<file path="config.mk">
export PLATFORM = sky130hd
export DESIGN_NAME = branch_predictor_flat
export DESIGN_NICKNAME = d
export VERILOG_FILES = /design/src/rtl/branch_predictor_if.sv /design/src/rtl/branch_predictor.sv /design/src/flat_wrapper.sv
export SDC_FILE = /design/constraint.sdc
export NUM_CORES = 2
export LEC_CHECK = 0
export BUFFER_PORTS_ARGS = -buffer_cell sky130_fd_sc_hd__clkbuf_2
export CAP_MARGIN = 5
export CORE_MARGIN = 3
export CORE_UTILIZATION = 35
export CTS_BUF_LIST = sky130_fd_sc_hd__clkbuf_4
export CTS_CLUSTER_DIAMETER = 40
export DETAILED_ROUTE_END_ITERATION = 12
export SLEW_MARGIN = 30
export SYNTH_ARGS = -nofsm -noshare
export SYNTH_HDL_FRONTEND = slang
export SYNTH_SLANG_ARGS = --single-unit
</file>
<file path="constraint.sdc">
create_clock -name CLK -period 10.45 [get_ports CLK]
set_clock_uncertainty 0.1 [all_clocks]
set_input_delay 1.5675 -clock CLK [delete_from_list [all_inputs] [get_ports CLK]]
set_output_delay 1.5675 -clock CLK [all_outputs]
set_load 0.03 [all_outputs]
</file>
<file path="src/rtl/branch_predictor_if.sv">
// Pipeline-facing signals of the branch predictor: IF lookup, EX resolution and statistics.
// The master side is the pipeline (or bench); the slave side is the predictor.
interface branch_predictor_if #(
  parameter int CNT_W = 16
);
  logic             stall;
  logic [31:0]      if_pc;
  logic             predict_taken;
  logic [31:0]      predict_target;
  logic             ex_branch;
  logic [31:0]      ex_pc;
  logic             ex_taken;
  logic [31:0]      ex_target;
  logic             ex_pred_taken;
  logic             branch_predicted;
  logic [31:0]      correct_pc;
  logic [CNT_W-1:0] branch_count;
  logic [CNT_W-1:0] mispredict_count;

  modport master (
    output stall, if_pc, ex_branch, ex_pc, ex_taken, ex_target, ex_pred_taken,
    input  predict_taken, predict_target, branch_predicted, correct_pc,
           branch_count, mispredict_count
  );

  modport slave (
    input  stall, if_pc, ex_branch, ex_pc, ex_taken, ex_target, ex_pred_taken,
    output predict_taken, predict_target, branch_predicted, correct_pc,
           branch_count, mispredict_count
  );
endinterface

</file>
<file path="src/rtl/branch_predictor.sv">
// Direct-mapped BTB with 2-bit saturating counters: IF-stage prediction,
// EX-stage resolution/update, redirect PC and saturating performance counters.
module branch_predictor #(
  parameter int IDX_W = 4,
  parameter int CNT_W = 16
) (
  input logic              CLK,
  input logic              nRST,
  branch_predictor_if.slave bp
);
  localparam int unsigned DEPTH = 1 << IDX_W;
  localparam int          TAG_W = 32 - IDX_W - 2;

  typedef enum logic [1:0] {
    CNT_SNT = 2'b00,
    CNT_WNT = 2'b01,
    CNT_WT  = 2'b10,
    CNT_ST  = 2'b11
  } cnt_e;

  logic             r_valid  [DEPTH];
  logic [TAG_W-1:0] r_tag    [DEPTH];
  logic [31:0]      r_target [DEPTH];
  cnt_e             r_cnt    [DEPTH];
  logic [CNT_W-1:0] r_branch_count;
  logic [CNT_W-1:0] r_mispredict_count;

  logic [IDX_W-1:0] w_if_idx;
  logic [TAG_W-1:0] w_if_tag;
  logic [IDX_W-1:0] w_ex_idx;
  logic [TAG_W-1:0] w_ex_tag;
  logic             w_if_hit;
  logic             w_ex_hit;
  logic             w_update;
  logic             w_mispredict;
  cnt_e             w_cnt_next;

  assign w_if_idx = bp.if_pc[IDX_W+1:2];
  assign w_if_tag = bp.if_pc[31:IDX_W+2];
  assign w_ex_idx = bp.ex_pc[IDX_W+1:2];
  assign w_ex_tag = bp.ex_pc[31:IDX_W+2];

  assign w_if_hit     = r_valid[w_if_idx] && (r_tag[w_if_idx] == w_if_tag);
  assign w_ex_hit     = r_valid[w_ex_idx] && (r_tag[w_ex_idx] == w_ex_tag);
  // A stalled branch stays in EX; it is counted only on the edge it leaves.
  assign w_update     = bp.ex_branch && !bp.stall;
  assign w_mispredict = bp.ex_pred_taken != bp.ex_taken;

  always_comb begin
    bp.predict_taken    = 1'b0;
    bp.predict_target   = '0;
    bp.branch_predicted = 1'b1;
    bp.correct_pc       = bp.ex_pc + 32'd4;
    if (w_if_hit) begin
      bp.predict_taken  = r_cnt[w_if_idx][1];
      bp.predict_target = r_target[w_if_idx];
    end
    if (bp.ex_branch && w_mispredict) begin
      bp.branch_predicted = 1'b0;
    end
    if (bp.ex_taken) begin
      bp.correct_pc = bp.ex_target;
    end
  end

  always_comb begin
    w_cnt_next = r_cnt[w_ex_idx];
    if (bp.ex_taken) begin
      if (r_cnt[w_ex_idx] != CNT_ST) begin
        w_cnt_next = cnt_e'(r_cnt[w_ex_idx] + 2'd1);
      end
    end else begin
      if (r_cnt[w_ex_idx] != CNT_SNT) begin
        w_cnt_next = cnt_e'(r_cnt[w_ex_idx] - 2'd1);
      end
    end
  end

  always_ff @(posedge CLK or negedge nRST) begin
    if (!nRST) begin
      for (int unsigned i = 0; i < DEPTH; i++) begin
        r_valid[i]  <= 1'b0;
        r_tag[i]    <= '0;
        r_target[i] <= '0;
        r_cnt[i]    <= CNT_WNT;
      end
    end else if (w_update) begin
      if (w_ex_hit) begin
        r_cnt[w_ex_idx] <= w_cnt_next;
        if (bp.ex_taken) begin
          r_target[w_ex_idx] <= bp.ex_target;
        end
      end else if (bp.ex_taken) begin
        r_valid[w_ex_idx]  <= 1'b1;
        r_tag[w_ex_idx]    <= w_ex_tag;
        r_target[w_ex_idx] <= bp.ex_target;
        r_cnt[w_ex_idx]    <= CNT_WT;
      end
    end
  end

  always_ff @(posedge CLK or negedge nRST) begin
    if (!nRST) begin
      r_branch_count     <= '0;
      r_mispredict_count <= '0;
    end else if (w_update) begin
      if (r_branch_count != '1) begin
        r_branch_count <= r_branch_count + 1'b1;
      end
      if (w_mispredict && (r_mispredict_count != '1)) begin
        r_mispredict_count <= r_mispredict_count + 1'b1;
      end
    end
  end

  assign bp.branch_count     = r_branch_count;
  assign bp.mispredict_count = r_mispredict_count;
endmodule

</file>
<file path="src/flat_wrapper.sv">
// flat-port wrapper written by rule: the top's interface ports become plain ports
module branch_predictor_flat 
#(
  parameter int IDX_W = 4,
  parameter int CNT_W = 16
)
  (CLK, nRST, bp_stall, bp_if_pc, bp_ex_branch, bp_ex_pc, bp_ex_taken, bp_ex_target, bp_ex_pred_taken, bp_predict_taken, bp_predict_target, bp_branch_predicted, bp_correct_pc, bp_branch_count, bp_mispredict_count);
  branch_predictor_if #(.CNT_W(CNT_W)) bp_i ();
  input logic CLK;
  input logic nRST;
  input wire logic [$bits(bp_i.stall)-1:0] bp_stall;
  input wire logic [$bits(bp_i.if_pc)-1:0] bp_if_pc;
  input wire logic [$bits(bp_i.ex_branch)-1:0] bp_ex_branch;
  input wire logic [$bits(bp_i.ex_pc)-1:0] bp_ex_pc;
  input wire logic [$bits(bp_i.ex_taken)-1:0] bp_ex_taken;
  input wire logic [$bits(bp_i.ex_target)-1:0] bp_ex_target;
  input wire logic [$bits(bp_i.ex_pred_taken)-1:0] bp_ex_pred_taken;
  output wire logic [$bits(bp_i.predict_taken)-1:0] bp_predict_taken;
  output wire logic [$bits(bp_i.predict_target)-1:0] bp_predict_target;
  output wire logic [$bits(bp_i.branch_predicted)-1:0] bp_branch_predicted;
  output wire logic [$bits(bp_i.correct_pc)-1:0] bp_correct_pc;
  output wire logic [$bits(bp_i.branch_count)-1:0] bp_branch_count;
  output wire logic [$bits(bp_i.mispredict_count)-1:0] bp_mispredict_count;
  assign bp_i.stall = bp_stall;
  assign bp_i.if_pc = bp_if_pc;
  assign bp_i.ex_branch = bp_ex_branch;
  assign bp_i.ex_pc = bp_ex_pc;
  assign bp_i.ex_taken = bp_ex_taken;
  assign bp_i.ex_target = bp_ex_target;
  assign bp_i.ex_pred_taken = bp_ex_pred_taken;
  assign bp_predict_taken = bp_i.predict_taken;
  assign bp_predict_target = bp_i.predict_target;
  assign bp_branch_predicted = bp_i.branch_predicted;
  assign bp_correct_pc = bp_i.correct_pc;
  assign bp_branch_count = bp_i.branch_count;
  assign bp_mispredict_count = bp_i.mispredict_count;
  branch_predictor #(.IDX_W(IDX_W), .CNT_W(CNT_W)) u_core (.CLK(CLK), .nRST(nRST), .bp(bp_i));
endmodule
</file>
* After elaboration in Yosys (flattened, before gate mapping) *
Index checks and enable logic that the tools add are counted.
W data, S select, Z words.

word-level totals
  bits in latches = 0
  memories kept = 0
  logic and storage cells = 142
  input bits = 102
  memory bits (read-only) = 0
  output and inout port bits = 98
  bits in registers = 1008
  memory bits (writable) = 0

operators by class
  shift-type cells = 0
  $lt $le $gt $ge = 3
  equality and inequality tests = 6
  reduce and logical (&&, ||, !) cells = 14
  multipliers = 0
  div/mod/pow operators = 0
  add/sub/neg operators = 5
  mux-type cells = 41
  bitwise logic cells = 7

operator list
  operator                 count
  $bwmux W512              1
  $bwmux W416              1
  $mux W32                 7
  $bmux W26 S4             2
  $mux W26                 5
  $bmux W32 S4             1
  $demux W32 S4            1
  $demux W26 S4            1
  $eq A26 B26 Y1           2
  $add A16 B1 Y16 const B  2
  $add A32 B3 Y32 const B  1
  $bwmux W32               1
  $ne A16 B16 Y1 const B   2
  $or A16 B16 Y16          2
  $and A16 B16 Y16         1
  $bmux W2 S4              2
  $mux W2                  8
  $not A16 Y16             1
  $ge A5 B5 Y1 const B     2
  $not A4 Y5               2
  $bmux W1 S4              2
  $demux W2 S4             1
  $reduce_and A2 Y1        4
  $mux W1                  7
  other kinds (11)         17

* Depth between registers and ports, before layout *
  depth in word-level cells = 9
  mapped depth = 17

* Least setup slack after synthesis *
Ideal clock, no wire load.

  path kind = input to output
  from = in bp_if_pc[2]
  to = out bp_predict_target[10]
  arrival time = 5113 ps
  path buffers = 4
  setup slack = 3669 ps
  required time = 8783 ps
  stages = 10
  cell sequence = clkbuf_1 -> buf_1 -> buf_1 -> mux4_2 -> mux4_2 -> xor2_1 -> nor4_1 -> nand4_1 -> clkbuf_1 -> nor2b_1

between the ends
  cells in the longest elaborated chain, start to end = 7

ends and longest elaborated chain
  item                                          RTL line                                        source
  from (decl)                                   flat_wrapper.sv:12                              input wire logic [$bits(bp_i.if_pc)-1:0] bp_if_pc;
  $not A4 Y5 (not written as such) *            branch_predictor.sv:43, branch_predictor.sv:56
  $bmux W26 S4                                  branch_predictor.sv:43                          assign w_if_hit = r_valid[w_if_idx] && (r_tag[w_if_idx] == w_if_tag);
  $mux W26 (not written as such) (2 in series)  branch_predictor.sv:43
  $eq A26 B26 Y1                                branch_predictor.sv:43
  $logic_and A1 B1 Y1                           branch_predictor.sv:43
  $mux W32 *                                    branch_predictor.sv:54                          if (w_if_hit) begin
  to (decl)                                     flat_wrapper.sv:19                              output wire logic [$bits(bp_i.predict_target)-1:0] bp_predict_target;

Mark *: on every way between the ends. The rest lies on a longest branch, timed or not. The select of a mux whose other input is x is not followed.

* Final worst setup path *
  from = in bp_if_pc[2]
  to = out bp_predict_target[20]

The elaborated chain is that of the path after synthesis.

==> flow_summary.ini <==
[sta]
rsz0062_at_grt = false
fmax_ghz = 0.133
max-slew-margin-rel_pct = 30.0
slew_violations = 0
worstMarginPinSlew_ns = 1.05
post-route-min-period_ns = 7.54
tns_ns = 0
fin_crit_sh_pct = 72.1
hold_viol = 0
setup_viol = 0

[floorplanning]
io_pins = 200
die_h_um = 391
core-area_um2 = 146000
die_x_um = 391
dieArea_um2 = 153000
std_cell_rows = 140
initial_core_util_pct = 35.4

[worst_setup_path]
worst_setup_path_end_kind = output pin
crit_start = bp_if_pc[2]
r2r_cells = 11
crit_end = bp_predict_target[20]
reg2reg_slack_ns = 5.75
crit_required_ns = 8.78
crit_fanout = 65
timing.rr.end = u_core.r_tag[146]$_DFFE_PN0P_
critPathLaunchType = primary input
crit_type = primary input to output pin
regToRegStartpoint = u_core.r_tag[364]$_DFFE_PN0P_
cp_data_arrival_time_ns = 5.87

[pwr]
vdd_ir_drop_max_uv = 97.6
power.density_cell_area_nw_per_um2 = 174
seqPwrFrac_pct = 46.7
sw_frac_of_total_pct = 27.8
p_sw_w = 0.00283
p_int_w = 0.00735
power_leakage_nw = 26.4
clkPwrFrac_pct = 36.3
pwr-share-comb_pct = 17.0

[logic_synthesis]
syn_area_um2 = 51800
netlist.area_leader.share_pct = 47.9
ys_types = 68
yosys_warnings = 0
synth_edf_count = 0
synthTopCellsByCount = 992 x dfrtp_1, 744 x mux2_2, 380 x mux4_2
synth_nets = 3493
synth_area_per_cell_um2 = 15.3
async_flop_share_pct = 100
ys.flop_type = dfrtp_1
ys_seq_area_share_pct = 48.7
synth.area.top_cells = dfrtp_1 48%, mux4_2 17%, mux2_2 16%, mux2_4 5.5%, mux2i_1 2.0%
yosysMostFrequentCell = dfrtp_1
ys_ff_latch = 1008
synth_cells = 3385
yosysTopAreaCell = dfrtp_1

[clocking]
cts_inserted_buffers = 300
cts_resized = 0
cts.sinks = 1008
cts.reportedPaths.clkPinSlew_ns = 0.07
clk_latency_ns = 1.27
htreeDepth = 5
cts_tree = built
cts_hold_buf = 0
cts_buffer_depth = 4
cts_setup_buffers = 0
root_buffer = clkbuf_4

[global_routing]
grt_pass1_wl_um = 231000
grt_usage_pct = 20.5
antenna_found_initial = 26
grt_start_max_net_pins = 160
grt_pass1_vias = 33600
grt_overflow = 0

[drt]
routed_wl_um = 156000
drtIter0Drc = 2495
routed_via_density = 5.60
drtPass1Iterations = 5
avgRoutedWirePerCell_um = 27.0
via_count = 32300
ant_nets = 0
drc = 0

[cells_and_area]
area_growth_pct = 12.6
utilization_pct = 39.9
layout.nets = 3755
drive_gt1_share_pct = 54.3

[outcome]
outcome = complete, no violations

[run]
drv_cap = 0

[place]
place.gp.congestion = 0.803
port_buffers = 197
detailed_place_hpwl_um = 91100

[hold_path]
hold_class = primary input to asynchronous set/reset pin
## metal layers
| metal | vias up | global-route usage, % | share of wire [%] |
|---|---|---|---|
| met3 | 312 | 5.31 | 7.4 |
| met2 | 1149 | 31.3 | 46 |
| met5 | - | 0 | 0.056 |
| met1 | 17400 | 28.6 | 44 |
| met4 | 12 | 6.42 | 2.6 |
| li1 | 13500 | - | - |
## worst max-delay path, cell delays in order
cell and delay [ns]:
buf_8 0.60, buf_12 0.39, mux4_2 0.55, mux4_2 0.54, xnor2_1 0.24, nand4_1 0.25, nor4_1 0.69, nand4_1 0.17
buf_4 0.34, nor2b_1 0.20, clkbuf_2 0.23
## layout make-up
class | instances | area, um2
flip-flops and latches | 1008 | 25200
clock inverters | 70 | 378
repair buffers | 265 | 1790
fillers | 13700 | 88100
clock buffers | 425 | 3190
well taps | 1917 | 2400
inverters | 13 | 48.8
diodes | 14 | 35.0
multi-input cells | 2059 | 25300
## cell usage in the layout, fill, tap and decap left out, types with 19 or more instances in the layout
cell type,Yosys,final
buf_4,12,52
nand3_1,42,37
mux4_2,380,380
clkbuf_2,0,188
xnor2_1,70,70
mux2i_1,105,105
nor2_1,44,41
nand2_1,79,79
o21ai_0,66,64
a22oi_1,19,19
mux2_2,744,744
clkbuf_4,0,425
dfrtp_1,992,992
nor2b_1,47,46
clkinv_1,0,56
a21oi_1,19,19
xor2_1,44,44
mux2_4,190,190
## how the worst min path moves through the flow
stage                                        to                     startpoint
6_report       u_core.r_target[444]$_DFFE_PN0P_                           nRST
5_1_grt        u_core.r_target[475]$_DFFE_PN0P_                           nRST
4_1_cts        u_core.r_target[444]$_DFFE_PN0P_                           nRST
3_5_place_dp      u_core.r_valid[8]$_DFFE_PN0P_  u_core.r_valid[8]$_DFFE_PN0P_
3_3_place_gp      u_core.r_valid[3]$_DFFE_PN0P_  u_core.r_valid[3]$_DFFE_PN0P_
2_1_floorplan     u_core.r_valid[1]$_DFFE_PN0P_  u_core.r_valid[1]$_DFFE_PN0P_
## logic make-up after synthesis
logic type / count (synthesis) / share of synthesized area (%)
AND/OR/NAND/NOR: 349 / 3.98
flip-flops: 1008 / 48.7
adder cells (fa/ha/maj): 8 / 0.183
XOR/XNOR: 114 / 1.93
multiplexers: 1419 / 40.2
buffers and inverters: 318 / 2.91
AO/OA/AOI/OAI: 169 / 2.11
## metrics by stage
stage / cell area [um2] / power [W] / setup WS [ns] / std cells / hold slack [ns]
3_5_place_dp: 54700 / 0.00655 / 2.81 / 5258 / 0.367
4_1_cts: 58200 / 0.0103 / 2.80 / 5753 / 0.107
5_1_grt: 58400 / 0.0107 / 2.59 / 5766 / 0.153
6_report: 58400 / 0.0102 / 2.91 / 5771 / 0.244
3_3_place_gp: 54500 / 0.00650 / 2.86 / 5251 / 0.363
2_1_floorplan: 51800 / 0.00599 / 3.67 / 3385 / 0.345
## registers in the layout, summed over array words and instances (netlist names)
signal and count:
u_core.r_target 512, u_core.r_tag 416, u_core.r_cnt 32, u_core.bp.branch_count 16, u_core.bp.mispredict_count 16, u_core.r_valid 16
## power by group through the flow
| stage | Sequential, W | Combinational [W] | Clock (W) |
|---|---|---|---|
| 2_1_floorplan | 0.00474 | 0.00125 | 0 |
| 3_3_place_gp | 0.00480 | 0.00171 | 0 |
| 3_5_place_dp | 0.00481 | 0.00174 | 0 |
| 4_1_cts | 0.00475 | 0.00174 | 0.00381 |
| 5_1_grt | 0.00482 | 0.00185 | 0.00403 |
| 6_report | 0.00476 | 0.00173 | 0.00369 |
(Power assumes the default switching activity.)
